--- config.mk ---
export PLATFORM = sky130hd
export DESIGN_NAME = carregador_matriz_flat
export DESIGN_NICKNAME = d
export VERILOG_FILES = /design/src/rtl/carregador_matriz_pkg.sv /design/src/rtl/carregador_matriz_if.sv /design/src/rtl/carregador_matriz_contador.sv /design/src/rtl/carregador_matriz.sv /design/src/flat_wrapper.sv
export SDC_FILE = /design/constraint.sdc
export NUM_CORES = 1
export LEC_CHECK = 0
export ABC_AREA = 1
export CAP_MARGIN = 20
export CELL_PAD_IN_SITES_DETAIL_PLACEMENT = 0
export CELL_PAD_IN_SITES_GLOBAL_PLACEMENT = 2
export CORE_UTILIZATION = 28
export CTS_CLUSTER_SIZE = 10
export DETAILED_ROUTE_END_ITERATION = 12
export PLACE_DENSITY = 0.88
export SLEW_MARGIN = 25
export SYNTH_ARGS = -nofsm -noshare
export SYNTH_HDL_FRONTEND = slang
export SYNTH_HIERARCHICAL = 1
export SYNTH_SLANG_ARGS = --single-unit
--- constraint.sdc ---
create_clock -name clk -period 4.3 [get_ports clk]
set_input_delay 0.43 -clock clk [delete_from_list [all_inputs] [get_ports clk]]
set_output_delay 0.43 -clock clk [all_outputs]
set_load 0.005 [all_outputs]
--- src/rtl/carregador_matriz_pkg.sv ---
// Shared definitions for the matrix loader and the determinant unit:
// size codes, bus geometry, element-count lookup and loader FSM states.
package pkg_matriz;

  localparam int unsigned LARGURA_ELEM = 8;
  localparam int unsigned MAX_ELEM     = 25;
  localparam int unsigned LARGURA_BUS  = LARGURA_ELEM * MAX_ELEM;

  localparam logic [1:0] TAM_2X2 = 2'b00;
  localparam logic [1:0] TAM_3X3 = 2'b01;
  localparam logic [1:0] TAM_4X4 = 2'b10;
  localparam logic [1:0] TAM_5X5 = 2'b11;

  typedef enum logic [1:0] {
    OCIOSO     = 2'b00,
    CARREGANDO = 2'b01,
    PRONTO     = 2'b10
  } estado_t;

  function automatic logic [4:0] num_elem(input logic [1:0] codigo);
    logic [4:0] n;
    case (codigo)
      TAM_2X2: n = 5'd4;
      TAM_3X3: n = 5'd9;
      TAM_4X4: n = 5'd16;
      TAM_5X5: n = 5'd25;
      default: n = 5'd4;
    endcase
    return n;
  endfunction

endpackage

--- src/rtl/carregador_matriz_if.sv ---
// Element stream, size/start control and packed-matrix result of the loader.
interface carregador_matriz_if;
  import pkg_matriz::*;

  logic                   inicio;
  logic [1:0]             tamanho;
  logic [LARGURA_ELEM-1:0] elem;
  logic                   elem_valido;
  logic                   elem_pronto;
  logic                   liberar;
  logic [LARGURA_BUS-1:0] matriz;
  logic [1:0]             sinalizador;
  logic                   matriz_valida;
  logic                   ocupado;
  logic [4:0]             indice;

  modport master (
    output inicio, tamanho, elem, elem_valido, liberar,
    input  elem_pronto, matriz, sinalizador, matriz_valida, ocupado, indice
  );

  modport slave (
    input  inicio, tamanho, elem, elem_valido, liberar,
    output elem_pronto, matriz, sinalizador, matriz_valida, ocupado, indice
  );

endinterface

--- src/rtl/carregador_matriz_contador.sv ---
// Element counter: slot index for the next write and a terminal flag that
// fires on the write that fills the last slot of the current matrix size.
module contador_elementos (
  input  logic       clk,
  input  logic       rst,
  input  logic       limpar,
  input  logic       habilitar,
  input  logic [4:0] ultimo,
  output logic [4:0] indice,
  output logic       terminal
);

  always_ff @(posedge clk) begin
    if (rst || limpar) begin
      indice <= '0;
    end else if (habilitar) begin
      indice <= indice + 5'd1;
    end
  end

  assign terminal = (indice == ultimo) && habilitar;

endmodule

--- src/rtl/carregador_matriz.sv ---
// Matrix loader: accepts row-major elements over valid/ready, packs them into
// the 200-bit bus and holds the result valid until the consumer releases it.
module carregador_matriz
  import pkg_matriz::*;
(
  input  logic                clk,
  input  logic                rst,
  carregador_matriz_if.slave  bus
);

  estado_t                 estado, estado_prox;
  logic                    reiniciar;
  logic                    aceitar;
  logic                    terminal;
  logic [4:0]              indice;
  logic [4:0]              ultimo;
  logic [1:0]              sinalizador;
  logic [LARGURA_BUS-1:0]  matriz;
  logic [MAX_ELEM-1:0]     hab_byte;

  always_ff @(posedge clk) begin
    if (rst) begin
      estado <= OCIOSO;
    end else begin
      estado <= estado_prox;
    end
  end

  // A start request always wins over an element offered in the same cycle.
  always_comb begin
    estado_prox = estado;
    reiniciar   = 1'b0;
    aceitar     = 1'b0;
    case (estado)
      OCIOSO: begin
        if (bus.inicio) begin
          reiniciar   = 1'b1;
          estado_prox = CARREGANDO;
        end
      end
      CARREGANDO: begin
        if (bus.inicio) begin
          reiniciar = 1'b1;
        end else if (bus.elem_valido) begin
          aceitar = 1'b1;
          if (terminal) begin
            estado_prox = PRONTO;
          end
        end
      end
      PRONTO: begin
        if (bus.liberar) begin
          if (bus.inicio) begin
            reiniciar   = 1'b1;
            estado_prox = CARREGANDO;
          end else begin
            estado_prox = OCIOSO;
          end
        end
      end
      default: estado_prox = OCIOSO;
    endcase
  end

  always_ff @(posedge clk) begin
    if (rst) begin
      sinalizador <= TAM_2X2;
    end else if (reiniciar) begin
      sinalizador <= bus.tamanho;
    end
  end

  assign ultimo = num_elem(sinalizador) - 5'd1;

  contador_elementos u_contador (
    .clk       (clk),
    .rst       (rst),
    .limpar    (reiniciar),
    .habilitar (aceitar),
    .ultimo    (ultimo),
    .indice    (indice),
    .terminal  (terminal)
  );

  always_comb begin
    hab_byte = '0;
    for (int unsigned k = 0; k < MAX_ELEM; k++) begin
      if (aceitar && (indice == 5'(k))) begin
        hab_byte[k] = 1'b1;
      end
    end
  end

  // Each slot has its own fixed byte lane; the index only selects the enable.
  always_ff @(posedge clk) begin
    if (rst || reiniciar) begin
      matriz <= '0;
    end else begin
      for (int unsigned k = 0; k < MAX_ELEM; k++) begin
        if (hab_byte[k]) begin
          matriz[k*LARGURA_ELEM +: LARGURA_ELEM] <= bus.elem;
        end
      end
    end
  end

  assign bus.matriz        = matriz;
  assign bus.sinalizador   = sinalizador;
  assign bus.indice        = indice;
  assign bus.elem_pronto   = (estado == CARREGANDO);
  assign bus.matriz_valida = (estado == PRONTO);
  assign bus.ocupado       = (estado != OCIOSO);

endmodule

--- src/flat_wrapper.sv ---
// flat-port wrapper written by rule: the top's interface ports become plain ports
module carregador_matriz_flat import pkg_matriz::*;
  (clk, rst, bus_inicio, bus_tamanho, bus_elem, bus_elem_valido, bus_liberar, bus_elem_pronto, bus_matriz, bus_sinalizador, bus_matriz_valida, bus_ocupado, bus_indice);
  carregador_matriz_if bus_i ();
  input  logic clk;
  input  logic rst;
  input wire logic [$bits(bus_i.inicio)-1:0] bus_inicio;
  input wire logic [$bits(bus_i.tamanho)-1:0] bus_tamanho;
  input wire logic [$bits(bus_i.elem)-1:0] bus_elem;
  input wire logic [$bits(bus_i.elem_valido)-1:0] bus_elem_valido;
  input wire logic [$bits(bus_i.liberar)-1:0] bus_liberar;
  output wire logic [$bits(bus_i.elem_pronto)-1:0] bus_elem_pronto;
  output wire logic [$bits(bus_i.matriz)-1:0] bus_matriz;
  output wire logic [$bits(bus_i.sinalizador)-1:0] bus_sinalizador;
  output wire logic [$bits(bus_i.matriz_valida)-1:0] bus_matriz_valida;
  output wire logic [$bits(bus_i.ocupado)-1:0] bus_ocupado;
  output wire logic [$bits(bus_i.indice)-1:0] bus_indice;
  assign bus_i.inicio = bus_inicio;
  assign bus_i.tamanho = bus_tamanho;
  assign bus_i.elem = bus_elem;
  assign bus_i.elem_valido = bus_elem_valido;
  assign bus_i.liberar = bus_liberar;
  assign bus_elem_pronto = bus_i.elem_pronto;
  assign bus_matriz = bus_i.matriz;
  assign bus_sinalizador = bus_i.sinalizador;
  assign bus_matriz_valida = bus_i.matriz_valida;
  assign bus_ocupado = bus_i.ocupado;
  assign bus_indice = bus_i.indice;
  carregador_matriz u_core (.clk(clk), .rst(rst), .bus(bus_i));
endmodule
==> results.md <==
- The worst slack on hold paths is 0.463 ns.
- The critical path goes through nand2_1 > nor2_2 > nand3_1 > nor2_1 > nor2_1.
- The die is approximately 180 um tall.
- Data on the critical path arrives at its endpoint at between 2 and 3 ns.
- The areal power density over the cells is roughly 350 nW/um2.
- The slew at the pin with the worst max-slew slack is roughly 1.1 ns.
- The worst supply voltage drop on vdd is ~310 uV.
- The number of antenna diodes in the final layout is 0.
- The mean area per synthesized cell is ~6.7 um2.
- Setup repair after global routing left no endpoint under its margin.
- The delay of the slowest cell on the worst path is about 0.67 ns.
- For this design, the sink count on the clock tree is roughly 210.
- The die covers between 30000 and 40000 um2.
- Data on the critical path is required at its endpoint by approximately 4.7 ns.
- The timing-limited maximum frequency is around 400 MHz.
- The count of nets after finishing is 1476.
- The placed instances occupy a cell area of roughly 11000 um2.
- The aggregate negative setup slack is 0 ns.
- The number of nets in the synthesized netlist is about 1300.
- The number of distinct standard cells referenced by the synthesized netlist is 21.
- The worst register-to-register path has a setup slack of 1.80 ns.
- The first global-routing pass estimated 45.2 mm of wire.
- The worst hold path terminates at u_core/bus.matriz[100]$_SDFFE_PP0P_.
- Of the synthesized area, sequential elements account for 0.489.
- The worst path needs 2.50 ns of the cycle, external delays included.
- For the worst-skew pair, the clock arrives at the later sink with an insertion delay of between 0.5 and 0.6 ns.
- In this run the deepest clock path goes through 3 buffers.
- The number of buffers created by CTS is 26.
- At the end of routability-driven placement, the weighted congestion stood at ~0.76.
- In this run the critical register-to-register path is launched from u_core/u_contador/indice[3]$_SDFFE_PP0P_.
- The via density per instance is 4.48.
- The total number of placement rows is 63.
- Dividing the detail-routed wire length by the instance count gives approximately 16 um.
- The type of origin of the critical path is a register.
- The count of endpoints failing hold in the final timing report is 0.
- The tree is rooted in a sky130_fd_sc_hd__clkbuf_16.
- The total met2 wirelength after detailed routing is 13.2 mm.
- The routed wire length on met3 is ~1.8 mm.
- In this run the number of H-tree levels came out at 1.
- The worst hold path passes through 2 cells.
- Headroom to the max-slew limit came out at 0.275.
- The worst flop-to-flop path endpoint is u_core/bus.matriz[76]$_SDFFE_PP0P_.
- The setup slack at placement is about 1.6 ns.
- The first routing iteration left 604 violations.
- The via count of the first global-routing pass is ~7700.
- Buffers added to address setup during post-CTS repair amount to 0.
- The core region is 29900 um2.
- The maximum fanout along the worst path is 18.
- The class of the most critical hold timing path is reg2reg.
- The final worst slack is about 1.8 ns.
- Summing over every cut layer, the via total after detailed routing is about 8300.
- The detailed placer's ending HPWL is between 15 and 20 mm.
- The portion of the clock cycle consumed by the worst path in the final layout is 0.582.
- By instance count, the cell type seen most on the critical path is sky130_fd_sc_hd__nor2_1.
- The post-synth design cell area is between 8000 and 9000 um2.
- Clock skew on the completed layout was measured at between 0.01 and 0.015 ns.
- During synthesis, Yosys emitted a total of 6 warnings.
- The number of buffer and inverter stages on the critical path is 0.
- The kind of cell with the highest combined delay on the critical path is simple AND/OR/NAND/NOR gates.
- The CTS tree is done.
- The post-route met1 wirelength is ~14 mm.
- The final design instance area without fill is 11800 um2.
- The number of antenna violations at the first check in global routing is 0.
- After clock tree synthesis, the clock-pin slew on the worst setup and hold paths is roughly 0.06 ns.
- The die outline width is ~180 um.
- The cell accounting for the most synthesized area is sky130_fd_sc_hd__dfxtp_1.
- The fraction of post-synthesis cell area in the top cell type by area is 0.489.
- The post-synthesis instance total is 1269.
- The fraction of final layout cells with drive strength greater than 1 is 0.0551.
- The count of cells resized by post-cts repair is 0.
- Summed over all cells, the static leakage comes to between 4 and 5 nW.
- The first TritonRoute pass finished after 5 iterations.
- The pin count of the biggest net entering global routing is between 200 and 250.
- The tool flagged a number of max-cap violations equal to 0.
- The final wirelength is about 30 mm.
- For this run, design rule violations remaining after detail routing come to 0.
- The slowest library cell on the worst path is sky130_fd_sc_hd__nand3_1.
- The worst setup path is captured at a register.
- During I/O placement, the number of pins put on the boundary was 225.
- The number of buffer cells added on primary ports is 224.
- The max-slew violation count was 0.
- The initial core utilization is 0.286.
- The highest layer touched by signal routing is met4.
- The completed layout was analyzed and its total power is approximately 4.2 mW.
- The number of buffers inserted for hold repair after clock tree synthesis is 0.
- The flow ran to the end, and the final reports show no timing, DRC or antenna violations.
- Once detail routing completed, the nets flagged for antenna violations numbered 0.
- The post-synthesis register bit count is about 210.
- The worst reg-to-reg path cell count is 5.
- The classification of the worst setup path is reg2reg.
- The area growth from synthesis to layout is 38.4%.
- The start point of the worst hold path is u_core/bus.matriz[100]$_SDFFE_PP0P_.
- By area the synthesized netlist is led by sky130_fd_sc_hd__dfxtp_1 (49%), sky130_fd_sc_hd__nor2_1 (19%), sky130_fd_sc_hd__nand2_1 (13%).
- The global-route usage over all layers is 0.187.
- Summed over all layers, the global routing overflow is 0.
- The number of endpoints failing setup at the final stage is 0.
## cells by family (layout without fill, tap and decap cells)
logic type,count (synthesis),count (layout),share of synthesized area
compound gates,11,11,0.00673
fa+ha+maj,1,1,0.00146
buf+inv,139,339,0.0676
flops,209,209,0.489
simple gates,909,909,0.435
## power breakdown
part	switching, mW	leakage (nW)	internal, mW	total (mW)
combinational	0.172	2.16	0.0753	0.247
clock	0.811	0.365	1.16	1.97
sequential	0.00473	1.68	1.94	1.95
## registers in the layout, summed over array words and instances (netlist names)
signal,cells
u_core/bus.matriz,200
u_core/bus.sinalizador,2
u_core/estado,2
u_core/u_contador/indice,5
## worst register-to-register path, stage by stage (launching register included)
cell and delay (ns):
sky130_fd_sc_hd__dfxtp_1 0.62, sky130_fd_sc_hd__nand2_1 0.15, sky130_fd_sc_hd__nor2_2 0.58, sky130_fd_sc_hd__nand3_1 0.68, sky130_fd_sc_hd__nor2_1 0.28, sky130_fd_sc_hd__nor2_1 0.07
## routing by layer
metal  up-vias  GRT usage
met3        34     0.0346
met4         0     0.0492
met1      3766      0.254
met2       245      0.302
li1       4288          -
met5         -          0
## worst max-delay path by stage
stage	start	end	slack, ns	depth (start not counted)
3_3_place_gp	bus_inicio	u_core/estado[1]$_SDFFE_PP0P_	1.63	13
6_report	u_core/u_contador/indice[3]$_SDFFE_PP0P_	u_core/bus.matriz[76]$_SDFFE_PP0P_	1.80	5
5_1_grt	u_core/u_contador/indice[3]$_SDFFE_PP0P_	u_core/bus.matriz[73]$_SDFFE_PP0P_	1.52	6
3_5_place_dp	bus_inicio	u_core/estado[1]$_SDFFE_PP0P_	1.58	13
4_1_cts	u_core/u_contador/indice[1]$_SDFFE_PP0P_	u_core/bus.matriz[178]$_SDFFE_PP0P_	1.79	6
2_1_floorplan	bus_inicio	u_core/estado[1]$_SDFFE_PP0P_	2.46	13
## layout make-up
cell class                 count  area [um2]
multi-input combinational    921        3820
inverter                      66         248
timing repair buffer         236        2360
tap                          390         488
clock buffer                  34         722
fill                        3181       18000
clock inverter                 3        18.8
sequential                   209        4180
## synthesized netlist by cell type (all sizes together)
library cell    n
clkinv          1
nor2          450
nor3            1
nand4          32
dfxtp         209
a211oi          1
inv            65
nand2         302
a21oi           6
ha              1
o21ai           4
clkbuf         36
nand3         124
buf            37
## placed cells by master (no fill, tap or decap), drive strengths merged
cell type | synthesis | final
a211oi | 1 | 1
a21oi | 6 | 6
nand2 | 302 | 302
clkinv | 1 | 5
buf | 37 | 12
inv | 65 | 64
nor2 | 450 | 450
nand3 | 124 | 124
ha | 1 | 1
dfxtp | 209 | 209
o21ai | 4 | 4
nor3 | 1 | 1
clkbuf | 36 | 34
clkdlybuf4s50 | 0 | 224
nand4 | 32 | 32
## metrics by stage
stage          utilization  cells
2_1_floorplan            -   1269
3_3_place_gp         0.371   1821
3_5_place_dp         0.371   1821
4_1_cts              0.396   1858
5_1_grt              0.396   1859
6_report             0.396   1859
Power figures use the tool's default switching activity.
